[config.mk]
export PLATFORM = sky130hd
export DESIGN_NAME = bcd_xs3_converter
export DESIGN_NICKNAME = d
export VERILOG_FILES = /design/src/rtl/bcd_xs3_converter.sv
export SDC_FILE = /design/constraint.sdc
export NUM_CORES = 1
export LEC_CHECK = 0
export ABC_AREA = 0
export CORE_MARGIN = 4
export CORE_UTILIZATION = 45
export CTS_CLUSTER_SIZE = 10
export DETAILED_ROUTE_END_ITERATION = 8
export HOLD_SLACK_MARGIN = 0.02
export PLACE_DENSITY = 0.74
export SLEW_MARGIN = 10
export SYNTH_ARGS = -nofsm -noshare
export SYNTH_HDL_FRONTEND = slang
export SYNTH_SLANG_ARGS = --single-unit
[constraint.sdc]
create_clock -name clk -period 2.5 [get_ports clk]
set_clock_uncertainty 0.2 [all_clocks]
set_input_delay 0.25 -clock clk [delete_from_list [all_inputs] [get_ports clk]]
set_output_delay 0.25 -clock clk [all_outputs]
set_load 0.01 [all_outputs]
[src/rtl/bcd_xs3_converter.sv]
// Multi-digit BCD <-> Excess-3 converter, one digit per cycle, valid/ready on both sides.
// Invalid input digits produce 4'hF and set the matching out_err bit.
module bcd_xs3_converter #(
    parameter int DIGITS = 4
) (
    input  logic                clk,
    input  logic                rst,
    input  logic                in_valid,
    output logic                in_ready,
    input  logic                in_mode,
    input  logic [4*DIGITS-1:0] in_data,
    output logic                out_valid,
    input  logic                out_ready,
    output logic [4*DIGITS-1:0] out_data,
    output logic [DIGITS-1:0]   out_err,
    output logic                out_mode
);

    localparam int IDX_W = (DIGITS > 1) ? $clog2(DIGITS) : 1;
    localparam logic [IDX_W-1:0] LAST_IDX = IDX_W'(DIGITS - 1);

    typedef enum logic [1:0] {
        IDLE,
        CONV,
        DONE
    } state_t;

    state_t              state_q;
    logic [IDX_W-1:0]    idx_q;
    logic [4*DIGITS-1:0] src_q;
    logic [4*DIGITS-1:0] res_q;
    logic [DIGITS-1:0]   err_q;
    logic                mode_q;
    logic [3:0]          nib_d;
    logic                bad_d;

    // Returns {error, nibble}; mode 0 is BCD->XS3, mode 1 is XS3->BCD.
    function automatic logic [4:0] convert_digit(input logic [3:0] d, input logic mode);
        logic [4:0] r;
        if (!mode) begin
            r = (d <= 4'd9) ? {1'b0, d + 4'd3} : {1'b1, 4'hF};
        end else begin
            r = (d >= 4'd3 && d <= 4'd12) ? {1'b0, d - 4'd3} : {1'b1, 4'hF};
        end
        return r;
    endfunction

    always_comb begin
        {bad_d, nib_d} = convert_digit(src_q[{idx_q, 2'b00} +: 4], mode_q);
    end

    always_ff @(posedge clk) begin
        if (rst) begin
            state_q <= IDLE;
            idx_q   <= '0;
            res_q   <= '0;
            err_q   <= '0;
            mode_q  <= 1'b0;
        end else begin
            case (state_q)
                IDLE: begin
                    if (in_valid) begin
                        src_q   <= in_data;
                        mode_q  <= in_mode;
                        res_q   <= '0;
                        err_q   <= '0;
                        idx_q   <= '0;
                        state_q <= CONV;
                    end
                end
                CONV: begin
                    res_q[{idx_q, 2'b00} +: 4] <= nib_d;
                    err_q[idx_q]               <= bad_d;
                    if (idx_q == LAST_IDX) begin
                        state_q <= DONE;
                    end else begin
                        idx_q <= idx_q + IDX_W'(1);
                    end
                end
                DONE: begin
                    if (out_ready) begin
                        state_q <= IDLE;
                    end
                end
                default: state_q <= IDLE;
            endcase
        end
    end

    // Handshake flags come from registered state; rst only masks them.
    assign in_ready  = (state_q == IDLE) && !rst;
    assign out_valid = (state_q == DONE) && !rst;
    assign out_data  = res_q;
    assign out_err   = err_q;
    assign out_mode  = mode_q;

endmodule

# Word-level counts from Yosys, hierarchy flattened
# Index checks and enable logic that the tools add are counted.
word_totals:
  ff_bits: 41
  inputBits: 21
  wordCells: 56
op_classes:
  n_addsub: 4
  n_lt_le_gt_ge: 5
  eq_ne: 7
  n_shift: 3
  mux: 18
  bitwise: 1
  n_reduce_logical: 12
ops:
  columns: ["cell", "n"]
  rows:
  - ["case mux 16 bit (2 select lines)", 1]
  - ["bitwise mux 16 bit", 1]
  - ["2-to-1 mux 16 bit", 1]
  - ["variable shift 4 x 6 -> 16 bit (first input constant)", 1]
  - ["variable part select 16 x 5 -> 4 bit", 1]
  - ["variable part select 4 x 6 -> 16 bit", 1]
  - ["2-to-1 mux 5 bit", 3]
  - ["2-to-1 mux 2 bit", 5]
  - ["AND reduction 3 bit", 3]
  - ["<= comparator 4 bit (second input constant)", 2]
  - ["!= test 2 bit (second input constant)", 4]
  - ["case mux 4 bit (2 select lines)", 1]
  - ["negator 4 -> 6 bit", 1]
  - ["case mux 2 bit (3 select lines)", 1]
  - ["adder 4 x 2 -> 4 bit (second input constant)", 1]
  - ["bitwise mux 4 bit", 1]
  - ["equality test 2 bit (second input constant)", 2]
  - ["greater-or-equal comparator 4 x 2 -> 1 bit (second input constant)", 1]
  - ["logical AND 1 bit", 4]
  - ["2-to-1 mux 4 bit", 1]
  - ["case mux 2 bit (2 select lines)", 1]
  - ["AND reduction 2 bit", 2]
  - ["subtractor 4 x 2 -> 4 bit (second input constant)", 1]
  - ["less-than comparator 2 x 3 -> 1 bit (second input constant)", 1]
  - ["other kinds (9)", 9]

# Longest topological paths before layout
# Gate-level depths: netlist of run 1.
logic_depth:
  ltp_word: 8
  depth_mapped: 9

# Worst setup path before layout of run 1
# OpenSTA, ideal clock, no wires.
synth_path:
  kind: "reg2reg"
  from: "reg idx_q[0]"
  to: "reg res_q[12], in the netlist out_data[12]"
  setup_ns: 0.117
  arrival_ns: 2.336
  path_slack_ns: -0.153
  path_stages_with_launch: 10
  path_buffers: 1
  synth_period_minus_slack_ns: 2.653
  cell_sequence: "dfxtp_1 -> buf_6 -> mux4_2 -> inv_1 -> ha_1 -> o21ai_0 -> o221ai_1 -> o221a_4 -> nand2_1 -> a22o_1"
synth_between:
  elab_chain_len: 8
synth_rtl:
  columns: ["element", "line", "text"]
  rows:
  - ["from (decl)", "29", "logic [IDX_W-1:0] idx_q;"]
  - ["from (signal assigned)", "77", "idx_q <= idx_q + IDX_W'(1);"]
  - ["variable part select 16 x 5 -> 4 bit", "49", "{bad_d, nib_d} = convert_digit(src_q[{idx_q, 2'b00} +: 4], mode_q);"]
  - ["greater-or-equal comparator 4 x 2 -> 1 bit / <= comparator 4 bit (equally long branches)", "43", "r = (d >= 4'd3 && d <= 4'd12) ? {1'b0, d - 4'd3} : {1'b1, 4'hF};"]
  - ["logical AND 1 bit", "43", null]
  - ["2-to-1 mux 5 bit", "43", null]
  - ["2-to-1 mux 5 bit", "40", "if (!mode) begin"]
  - ["variable part select 4 x 6 -> 16 bit", "72", "res_q[{idx_q, 2'b00} +: 4] <= nib_d;"]
  - ["bitwise mux 16 bit (*)", "72", null]
  - ["case mux 16 bit (2 select lines) (*)", "60", "case (state_q)"]
  - ["to (signal, indexed assignment)", "72", null]
  - ["to (decl)", "31", "logic [4*DIGITS-1:0] res_q;"]
# Mark *: on every way between the ends. The rest lies on a longest branch, timed or not.
# A chain may end at the register's enable or synchronous reset.

# Final worst setup path of run 1
layout_path:
  from: "reg idx_q[0]"
  to: "reg err_q[3], in the netlist out_err[3]"
layout_between:
  elab_chain_len: 7
layout_rtl:
  columns: ["element", "line", "text"]
  rows:
  - ["variable part select 16 x 5 -> 4 bit", "49", null]
  - ["greater-or-equal comparator 4 x 2 -> 1 bit / <= comparator 4 bit (equally long branches)", "43", null]
  - ["logical AND 1 bit", "43", null]
  - ["2-to-1 mux 5 bit", "43", null]
  - ["2-to-1 mux 5 bit", "40", null]
  - ["bitwise mux 4 bit (*)", "73", "err_q[idx_q] <= bad_d;"]
  - ["case mux 4 bit (2 select lines) (*)", "60", null]
  - ["to (signal assigned)", "57", "err_q <= '0;"]
  - ["to (signal assigned)", "66", "err_q <= '0;"]
  - ["to (signal, indexed assignment)", "73", null]
  - ["to (decl)", "32", "logic [DIGITS-1:0] err_q;"]
# Marked as above.

==> load_flow_metrics.sql, run 1 <==
INSERT INTO impl_metrics (metric_group, metric, value, unit) VALUES
('timing', 'min_period_over_period', '95.7', '%'),
('drt', 'route.vias.total', '1540', ''),
('logic_synthesis', 'synth_commonest_cells', 'sky130_fd_sc_hd__dfxtp_1, sky130_fd_sc_hd__edfxtp_1, sky130_fd_sc_hd__nand2_1', ''),
('worst_hold_path', 'whs_endpoint', 'out_data[11]$_SDFFE_PP0P_', ''),
('clocking', 'cts_buffer_depth', '2', ''),
('global_routing', 'antenna_violations_before_repair', '0', ''),
('power', 'p_leak', '0.974', 'nW'),
('worst_setup_path', 'r2r.worst_path.cells', '6', ''),
('logic_synthesis', 'synth_nets', '194', ''),
('placed_design', 'portBuffers', '43', ''),
('logic_synthesis', 'yosysWarningCount', '0', ''),
('die', 'die_height', '73.5', 'um'),
('worst_setup_path', 'setup.worst_path.start_class', 'flip-flop', ''),
('timing', 'maxSlewViolCount', '0', ''),
('worst_setup_path', 'reg2reg_from', 'idx_q[0]$_SDFFE_PP0P_', ''),
('logic_synthesis', 'post_synth.cell_area_avg', '11.6', 'um^2'),
('layout', 'area_overhead_of_the_layout_relative_to_synthesis', '37.4', '%'),
('logic_synthesis', 'synth-edff-count', '16', ''),
('global_routing', 'grt_pass1_vias', '1536', ''),
('global_routing', 'grt_pass1_wl', '6840', 'um'),
('timing', 'setup-tns-final', '0', 'ns'),
('global_routing', 'grtUsageTotal', '16.3', '%'),
('timing', 'finalCriticalPeriod', '2.39', 'ns'),
('timing', 'worst_slew_pin_slew', '0.481', 'ns'),
('worst_setup_path', 'critical_path.startpoint', 'idx_q[0]$_SDFFE_PP0P_', ''),
('logic_synthesis', 'most_area_consuming_cells_after_synthesis', 'sky130_fd_sc_hd__dfxtp_1, sky130_fd_sc_hd__edfxtp_1, sky130_fd_sc_hd__mux4_2', ''),
('power', 'totalPowerFinal', '0.00152', 'W'),
('drt', 'detail_routed_net_length_per_standard_cell', '14.8', 'um'),
('logic_synthesis', 'most_common_cell_in_the_synthesized_netlist', 'sky130_fd_sc_hd__dfxtp_1', ''),
('layout', 'multi_input_comb_area', '927', 'um^2'),
('worst_setup_path', 'max_stage_delay', '0.53', 'ns'),
('worst_setup_path', 'crit_required', '2.51', 'ns'),
('drt', 'initial_drt_pass_iterations', '4', ''),
('logic_synthesis', 'synth.cell_area', '0.00193', 'mm^2'),
('status', 'outcome', 'completed', ''),
('layout', 'finish.cell_count_without_fillers', '276', ''),
('logic_synthesis', 'synthesis.instances', '166', ''),
('layout', 'diodes', '0', ''),
('clocking', 'path_clk_slew', '0.08', 'ns'),
('timing', 'max_clock_freq', '418', 'MHz'),
('clocking', 'hold_buffers', '0', ''),
('drt', 'drt_iter0_markers', '115', ''),
('global_routing', 'gr-total-overflow', '0', ''),
('drt', 'post_route_drc', '0', ''),
('clocking', 'numCtsBuffers', '5', ''),
('clocking', 'htreeDepth', '2', ''),
('clocking', 'root_buffer', 'sky130_fd_sc_hd__clkbuf_8', ''),
('timing', 'hold_viol', '0', ''),
('logic_synthesis', 'synth-seq-cells', '41', ''),
('logic_synthesis', 'synth-seq-area-share', '50.7', '%'),
('drt', 'detail-route-antenna-nets', '0', ''),
('logic_synthesis', 'number_of_library_cell_types_mapped_by_synthesis', '44', ''),
('worst_setup_path', 'crit_path_top_delay_cell', 'sky130_fd_sc_hd__mux4_2', ''),
('clocking', 'tritoncts_num_sinks', '41', ''),
('worst_setup_path', 'worstPathArrival', '2.40', 'ns'),
('clocking', 'clk-insertion-delay-late', '0.29', 'ns'),
('worst_setup_path', 'crit_path_cell_trace', 'mux4_2 > buf_4 > ha_1 > or2_1 > o221a_4 > o41ai_2', ''),
('timing', 'finalSetupViolations', '0', ''),
('placed_design', 'place.detailed.hpwl', '3230', 'um'),
('worst_setup_path', 'critical_path_peak_fanout', '4', ''),
('drt', 'via_per_inst', '5.58', ''),
('layout', 'share_of_post_route_cells_with_drive_strength_above_1', '20.4', '%'),
('worst_setup_path', 'timing.rr.end', 'out_err[3]$_SDFFE_PP0P_', ''),
('drt', 'detail_route.wirelength', '4070', 'um'),
('worst_hold_path', 'timing.hold.worst.class', 'reg2reg', ''),
('die', 'floorplan.io_pins', '44', ''),
('worst_hold_path', 'holdPathStages', '2', ''),
('logic_synthesis', 'synth_largest_type_area_fraction', '25.9', '%'),
('power', 'vdd_drop_max', '0.381', 'mV'),
('logic_synthesis', 'netlist.top_cell.by_area', 'sky130_fd_sc_hd__dfxtp_1', ''),
('die', 'die_area', '0.00541', 'mm^2');
-- kinds of logic (layout without fill, tap and decap cells) --
kind of cell | after synthesis | in the layout | share of synthesized area (%)
adder cells (fa/ha/maj) | 7 | 7 | 4.53
AO/OA/AOI/OAI | 40 | 40 | 16.8
flip-flops | 41 | 41 | 50.7
buffers and inverters | 11 | 71 | 2.59
AND/OR/NAND/NOR | 57 | 57 | 16.0
multiplexers | 10 | 10 | 9.39
-- final cells by class --
type | instances | area share [%]
tap | 50 | 2.36
timing repair buffer | 57 | 20.2
sequential | 41 | 37.1
clock inverter | 1 | 0.188
clock buffer | 7 | 4.47
inverter | 6 | 0.848
multi-input combinational | 114 | 34.9
-- through the flow --
step | hold WS (ns) | worst slack [ns] | cell area, um^2 | utilization [%]
global route | 0.283 | -0.00386 | 2660 | 65.0
CTS | 0.263 | 0.0183 | 2630 | 64.4
floorplan | 0.149 | 0.0337 | 1950 | -
finish | 0.262 | 0.108 | 2660 | 65.0
global placement | 0.232 | 0.0675 | 2510 | 61.5
detailed placement | 0.249 | -0.0504 | 2510 | 61.5
-- timing repair --
action,CTS,global route
gates resized for setup,1,7
pin swaps,1,2
buffers inserted,0,1
setup endpoints to repair,6,13
-- placed cells by master (no fill, tap or decap), types with 4 or more instances in the layout --
cell type,n
sky130_fd_sc_hd__a21oi_1,6
sky130_fd_sc_hd__a22o_1,12
sky130_fd_sc_hd__a32o_1,4
sky130_fd_sc_hd__buf_4,14
sky130_fd_sc_hd__clkbuf_8,5
sky130_fd_sc_hd__clkdlybuf4s50_1,43
sky130_fd_sc_hd__dfxtp_1,24
sky130_fd_sc_hd__edfxtp_1,16
sky130_fd_sc_hd__ha_1,5
sky130_fd_sc_hd__inv_1,4
sky130_fd_sc_hd__mux4_2,6
sky130_fd_sc_hd__nand2_1,15
sky130_fd_sc_hd__nand2b_1,8
sky130_fd_sc_hd__nor2_1,15
-- report_power, final --
group	total [W]	switching (W)	leakage, nW	internal [W]
clock	0.000547	0.000231	0.0645	0.000316
combinational	0.000240	0.000116	0.558	0.000124
sequential	0.000732	0.0000146	0.352	0.000717
-- worst max-delay path by stage --
stage / endpoint / slack [ns] / depth (start not counted)
detailed placement: out_data[12]$_SDFFE_PP0P_ / -0.05 / 8
global route: out_err[3]$_SDFFE_PP0P_ / -0.004 / 6
CTS: out_data[12]$_SDFFE_PP0P_ / 0.02 / 8
global placement: out_data[12]$_SDFFE_PP0P_ / 0.07 / 8
finish: out_err[3]$_SDFFE_PP0P_ / 0.11 / 6
floorplan: out_data[12]$_SDFFE_PP0P_ / 0.03 / 9
-- registers in the layout (all words and copies together), names as in the netlist --
signal	cells
idx_q	2
state_q	2
out_data	16
out_mode	1
out_err	4
src_q	16
-- routing by layer --
metal  wire length [um]  GRT usage [%]  share of wire, %
met1               1630           17.7                40
met2               2120           30.2                52
met3                274           4.65               6.7
met4                 53           5.23               1.3
met5                  0              0                 0
-- critical path, delay by kind of cell, from the launching register on --
family / cells / cell delay (ns)
AOI/OAI and AO/OA: 2 / 0.57
adders and majority gates: 1 / 0.22
buffers and inverters: 1 / 0.16
DFF: 1 / 0.37
muxes: 1 / 0.53
and+or+nand+nor: 1 / 0.25
Power figures use the tool's default switching activity.
==> run 2: changes to the inputs <==
--- a/config.mk
+++ b/config.mk
@@ -6,12 +6,16 @@
 export NUM_CORES = 1
 export LEC_CHECK = 0
 export ABC_AREA = 0
+export CELL_PAD_IN_SITES_DETAIL_PLACEMENT = 1
+export CELL_PAD_IN_SITES_GLOBAL_PLACEMENT = 2
 export CORE_MARGIN = 4
-export CORE_UTILIZATION = 45
+export CORE_UTILIZATION = 29
 export CTS_CLUSTER_SIZE = 10
 export DETAILED_ROUTE_END_ITERATION = 8
 export HOLD_SLACK_MARGIN = 0.02
-export PLACE_DENSITY = 0.74
+export PLACE_DENSITY = 0.73
+export REMOVE_ABC_BUFFERS = 1
+export SKIP_LAST_GASP = 1
 export SLEW_MARGIN = 10
 export SYNTH_ARGS = -nofsm -noshare
 export SYNTH_HDL_FRONTEND = slang
==> load_flow_metrics.sql, run 2 (same netlist as run 1, synthesis figures left out) <==
INSERT INTO impl_metrics (metric_group, metric, value, unit) VALUES
('drt', 'post_route_drc', '0', ''),
('timing', 'finalSetupViolations', '0', ''),
('global_routing', 'antenna_violations_before_repair', '0', ''),
('layout', 'share_of_post_route_cells_with_drive_strength_above_1', '22.9', '%'),
('clocking', 'numCtsBuffers', '5', ''),
('clocking', 'path_clk_slew', '0.08', 'ns'),
('drt', 'detail-route-antenna-nets', '0', ''),
('placed_design', 'placed_cells_incl_taps', '300', ''),
('timing', 'slew-limit-headroom', '71.9', '%'),
('worst_setup_path', 'setup_slack_of_the_most_critical_reg_to_reg_path', '0.07', 'ns'),
('die', 'floorplan.io_pins', '44', ''),
('global_routing', 'grt_pass1_vias', '1584', ''),
('global_routing', 'gr-total-overflow', '0', ''),
('power', 'cellPowerDensity', '579', 'mW/mm^2'),
('timing', 'hold_viol', '0', ''),
('worst_setup_path', 'crit_required', '2.51', 'ns'),
('status', 'outcome', 'completed', ''),
('worst_setup_path', 'r2r.worst_path.cells', '7', ''),
('worst_setup_path', 'timing.rr.end', 'out_err[3]$_SDFFE_PP0P_', ''),
('timing', 'unrepaired_setup_endpoints_after_global_routing', 'true', ''),
('die', 'placeableCoreArea', '0.00642', 'mm^2'),
('global_routing', 'grt_start_max_net_pins', '17', ''),
('layout', 'fin_nets', '258', ''),
('timing', 'min_period_over_period', '97.0', '%'),
('timing', 'maxSlewViolCount', '0', ''),
('worst_setup_path', 'criticalPathCategory', 'reg2reg', ''),
('drt', 'drt_iter0_markers', '46', ''),
('layout', 'area_overhead_of_the_layout_relative_to_synthesis', '42.1', '%'),
('die', 'die_height', '89.6', 'um'),
('clocking', 'cts_tree', 'yes', ''),
('drt', 'route.vias.total', '1551', ''),
('placed_design', 'portBuffers', '43', ''),
('worst_setup_path', 'endpoint_kind', 'flip-flop', ''),
('die', 'floorplan.initialDensity', '30.1', '%'),
('power', 'vdd_drop_max', '0.290', 'mV'),
('drt', 'initial_drt_pass_iterations', '4', ''),
('die', 'fp-row-count', '29', ''),
('clocking', 'tritoncts_num_sinks', '41', ''),
('power', 'p_leak', '0.994', 'nW'),
('timing', 'worst_slew_pin_slew', '0.420', 'ns'),
('placed_design', 'place.gp.congestion', '0.754', ''),
('layout', 'final_cell_mix', 'sky130_fd_sc_hd__clkdlybuf4s50_1, sky130_fd_sc_hd__dfxtp_1, sky130_fd_sc_hd__buf_4', ''),
('layout', 'finish.cell_count_without_fillers', '308', ''),
('clocking', 'clk-insertion-delay-late', '0.29', 'ns'),
('worst_setup_path', 'worstPathArrival', '2.43', 'ns'),
('drt', 'detail_route.wirelength', '4780', 'um'),
('worst_hold_path', 'holdPathStages', '2', ''),
('clocking', 'post_cts.repair.setup_buffers', '0', ''),
('worst_hold_path', 'whs_endpoint', 'out_data[15]$_SDFFE_PP0P_', ''),
('worst_setup_path', 'setup.worst_path.start_class', 'flip-flop', ''),
('timing', 'finalCriticalPeriod', '2.43', 'ns'),
('layout', 'diodes', '0', ''),
('layout', 'layout.cell_area.non_filler', '0.00275', 'mm^2'),
('die', 'floorplan.die.width', '89.6', 'um'),
('timing', 'max_clock_freq', '412', 'MHz'),
('worst_setup_path', 'reg2reg_from', 'src_q[12]$_DFFE_PP_', ''),
('placed_design', 'place.detailed.hpwl', '3810', 'um'),
('global_routing', 'grt_pass1_wl', '7910', 'um'),
('placed_design', 'dpl_cell_area', '0.00257', 'mm^2'),
('worst_hold_path', 'timing.hold.worst.class', 'reg2reg', ''),
('worst_hold_path', 'worstHoldStart', 'out_data[15]$_SDFFE_PP0P_', ''),
('clocking', 'cts_buffer_depth', '2', ''),
('layout', 'fillers', '700', ''),
('layout', 'finalCoreUtilization', '42.8', '%'),
('global_routing', 'grtUsageTotal', '12.9', '%'),
('clocking', 'htreeDepth', '2', ''),
('layout', 'mostFrequentLayoutCell', 'sky130_fd_sc_hd__clkdlybuf4s50_1', ''),
('worst_setup_path', 'critical_path_peak_fanout', '5', ''),
('die', 'die_area', '0.00804', 'mm^2'),
('drt', 'via_per_inst', '5.04', ''),
('job', 'max_cap_viol_count', '0', ''),
('drt', 'detail_routed_net_length_per_standard_cell', '15.5', 'um'),
('clocking', 'root_buffer', 'sky130_fd_sc_hd__clkbuf_8', ''),
('clocking', 'hold_buffers', '0', '');
run 2: repair_timing:
item,CTS,global route
resized for setup,4,10
gates cloned,0,0
pin swaps,0,9
endpoints found under the setup margin,16,16
run 2: final cells by class:
| class | instances | area [um^2] | share of cell area, % |
|---|---|---|---|
| sequential | 41 | 985 | 35.9 |
| inverter | 6 | 22.5 | 0.820 |
| timing repair buffer | 62 | 577 | 21.0 |
| clock inverter | 2 | 35.0 | 1.28 |
| clock buffer | 6 | 93.8 | 3.42 |
| tap | 77 | 96.3 | 3.51 |
| multi-input combinational | 114 | 937 | 34.1 |
run 2: metrics by stage:
step | setup TNS, ns | total power, W | worst slack [ns] | hold WS [ns]
floorplan | -3.13 | 0.000876 | -0.298 | 0.122
global placement | -0.465 | 0.000997 | -0.0727 | 0.243
detailed placement | -2.26 | 0.00100 | -0.204 | 0.241
CTS | 0 | 0.00160 | 0.00159 | 0.256
global route | -0.185 | 0.00167 | -0.0432 | 0.280
finish | 0 | 0.00159 | 0.0749 | 0.255
run 2: power by group:
group	internal, W	switching (W)
Sequential	0.000717	0.0000163
Clock	0.000356	0.000235
Combinational	0.000142	0.000124
Total	0.00122	0.000376
run 2: metal layers:
layer | vias up | share of wire (%) | global-route usage, %
met5 | - | 0 | 0
met4 | 0 | 1.0 | 3.25
met3 | 7 | 5.1 | 3.19
met2 | 40 | 51 | 23.3
met1 | 749 | 43 | 15.4
li1 | 755 | - | -
run 2: worst max-delay path, cell delays in order (launching register included):
cell,delay [ns]
sky130_fd_sc_hd__edfxtp_1,0.40
sky130_fd_sc_hd__mux4_2,0.56
sky130_fd_sc_hd__ha_2,0.23
sky130_fd_sc_hd__o21ai_1,0.15
sky130_fd_sc_hd__o221ai_2,0.15
sky130_fd_sc_hd__o221a_4,0.26
sky130_fd_sc_hd__buf_4,0.14
sky130_fd_sc_hd__o41ai_2,0.25
run 2: worst max path at each step:
stage | endpoint | from | slack, ns
global placement | out_data[12]$_SDFFE_PP0P_ | idx_q[0]$_SDFFE_PP0P_ | -0.07
CTS | out_err[3]$_SDFFE_PP0P_ | src_q[8]$_DFFE_PP_ | 0.002
floorplan | out_data[12]$_SDFFE_PP0P_ | idx_q[0]$_SDFFE_PP0P_ | -0.30
global route | out_data[14]$_SDFFE_PP0P_ | src_q[12]$_DFFE_PP_ | -0.04
finish | out_err[3]$_SDFFE_PP0P_ | src_q[12]$_DFFE_PP_ | 0.07
detailed placement | out_data[12]$_SDFFE_PP0P_ | idx_q[0]$_SDFFE_PP0P_ | -0.20
==> variant, RTL diff (settings of run 1) <==
Put one more register stage on the output `out_err`, cleared by the reset. The value now appears one clock later. The other outputs are not delayed to match.
--- a/src/rtl/bcd_xs3_converter.sv
+++ b/src/rtl/bcd_xs3_converter.sv
@@ -93,3 +93,9 @@
     assign out_data  = res_q;
-    assign out_err   = err_q;
+    always_ff @(posedge clk) begin
+        if (rst) begin
+            out_err <= '0;
+        end else begin
+            out_err <= err_q;
+        end
+    end
     assign out_mode  = mode_q;
Function: changed (Yosys sat finds a counterexample within 4 cycles, from zero or initial values and one cycle with rst high).
==> variant against run 1 <==
  * Power fell by 1.9%
  * Combinational power is 7% lower
  * Synthesized area rose by 2.3%
  * Critical path depth grew 1
  * Sequential cell count grew 4
  * Design area down 0.85%
  * Routed wire length down 5.6%
  * Setup slack improved by 0.037 ns
  * Critical path type unchanged
  * Critical endpoint is now out_data[2]
==> variant: results <==
set metrics [dict create \
    diodes 0 \
    synthAdderAreaFrac 0.0443 \
    synth_edf_count 16 \
    drt_iter0_drc 65 \
    crit_end "out_data[2]" \
    wire_per_inst_um 13.2 \
    synth-compound-area-share 0.138 \
    syn-instance-count 190 \
    pg_clk_w 0.000473 \
    placed_cells 285 \
    use_met2 0.266 \
    ir_worst_vdd_mv 0.445 \
    place_ws_ns 0.00691 \
    grt_pass1_wl_um 6400 \
    cp_max_fo 6 \
    synth_area_leaders "dfxtp_1 (29%), edfxtp_1 (24%), mux4_2 (6.8%)" \
    gp_congestion 0.868 \
    wl_met2_um 1870 \
    r2r_cells 7 \
    drive_gt1_frac 0.124 \
    timing.final.ws_setup_ns 0.145 \
    synthXorXnorAreaFrac 0 \
    use_met3 0.0432 \
    fin_util 0.640 \
    leakage_nw 0.991 \
    synth.yosys.seq_area_share 0.537 \
    syn_nets 218 \
    swShare 0.233 \
    switchingPower_w 0.000347 \
    comb_power_share 0.149 \
    avgViaCountPerCell 5.19 \
    use_met1 0.178 \
    place_area_mm2 0.00250 \
    ys_warn_count 0 \
    cts_buffers 5 \
    track_usage 0.152 \
    hp-start "err_q[2]" \
    synth_commonest_cells "dfxtp_1 (29), inv_1 (20), nand2_1 (20)" \
    clk_latency_ns 0.29 \
    nets 270 \
    wl_met3_um 247 \
    dpl.hpwl_um 2950 \
    nFillCells 365 \
    fin_hold_ws_ns 0.244 \
    r2r_slack_ns 0.15 \
    synth_cell_types 37 \
    holdPathEnd "out_err[2]" \
    hold_path.class "reg2reg" \
    critical_path_arrival_ns 2.34 \
    synth_mux_area_frac 0.0842 \
    worst_slew_pin_slew_ns 0.372 \
    route.layer.met1.wl_um 1660 \
    status "finished clean" \
    vias 1515 \
]
variant: cell count changes after synthesis, sizes merged, moves of 3 or more:
cell   change
o21ai     +14
o22ai      +3
nand2      +4
inv       +14
nor3b      -3
o32ai      +4
a22o       -8
a32o       -4
dfxtp      +4
variant: layout make-up:
type                            instances  area share
Clock buffer                            6      0.0356
Clock inverter                          1     0.00190
Tap cell                               50      0.0238
Timing Repair Buffer                   52       0.189
Sequential cell                        45       0.403
Multi-Input combinational cell        118       0.318
Inverter                               20      0.0285
variant: critical path, cell delays in order, from the launching register on:
cell and delay, ns:
dfxtp_2 0.36, mux4_2 0.51, inv_1 0.15, ha_4 0.20, mux4_2 0.29, mux2i_1 0.18, o22ai_2 0.14, a22o_1 0.22
variant: repair_timing:
| action | CTS | global route |
|---|---|---|
| gates resized for setup | 1 | 5 |
| cloned | 0 | 0 |
| pin swaps | 0 | 0 |
| endpoints found under the setup margin | 2 | 12 |
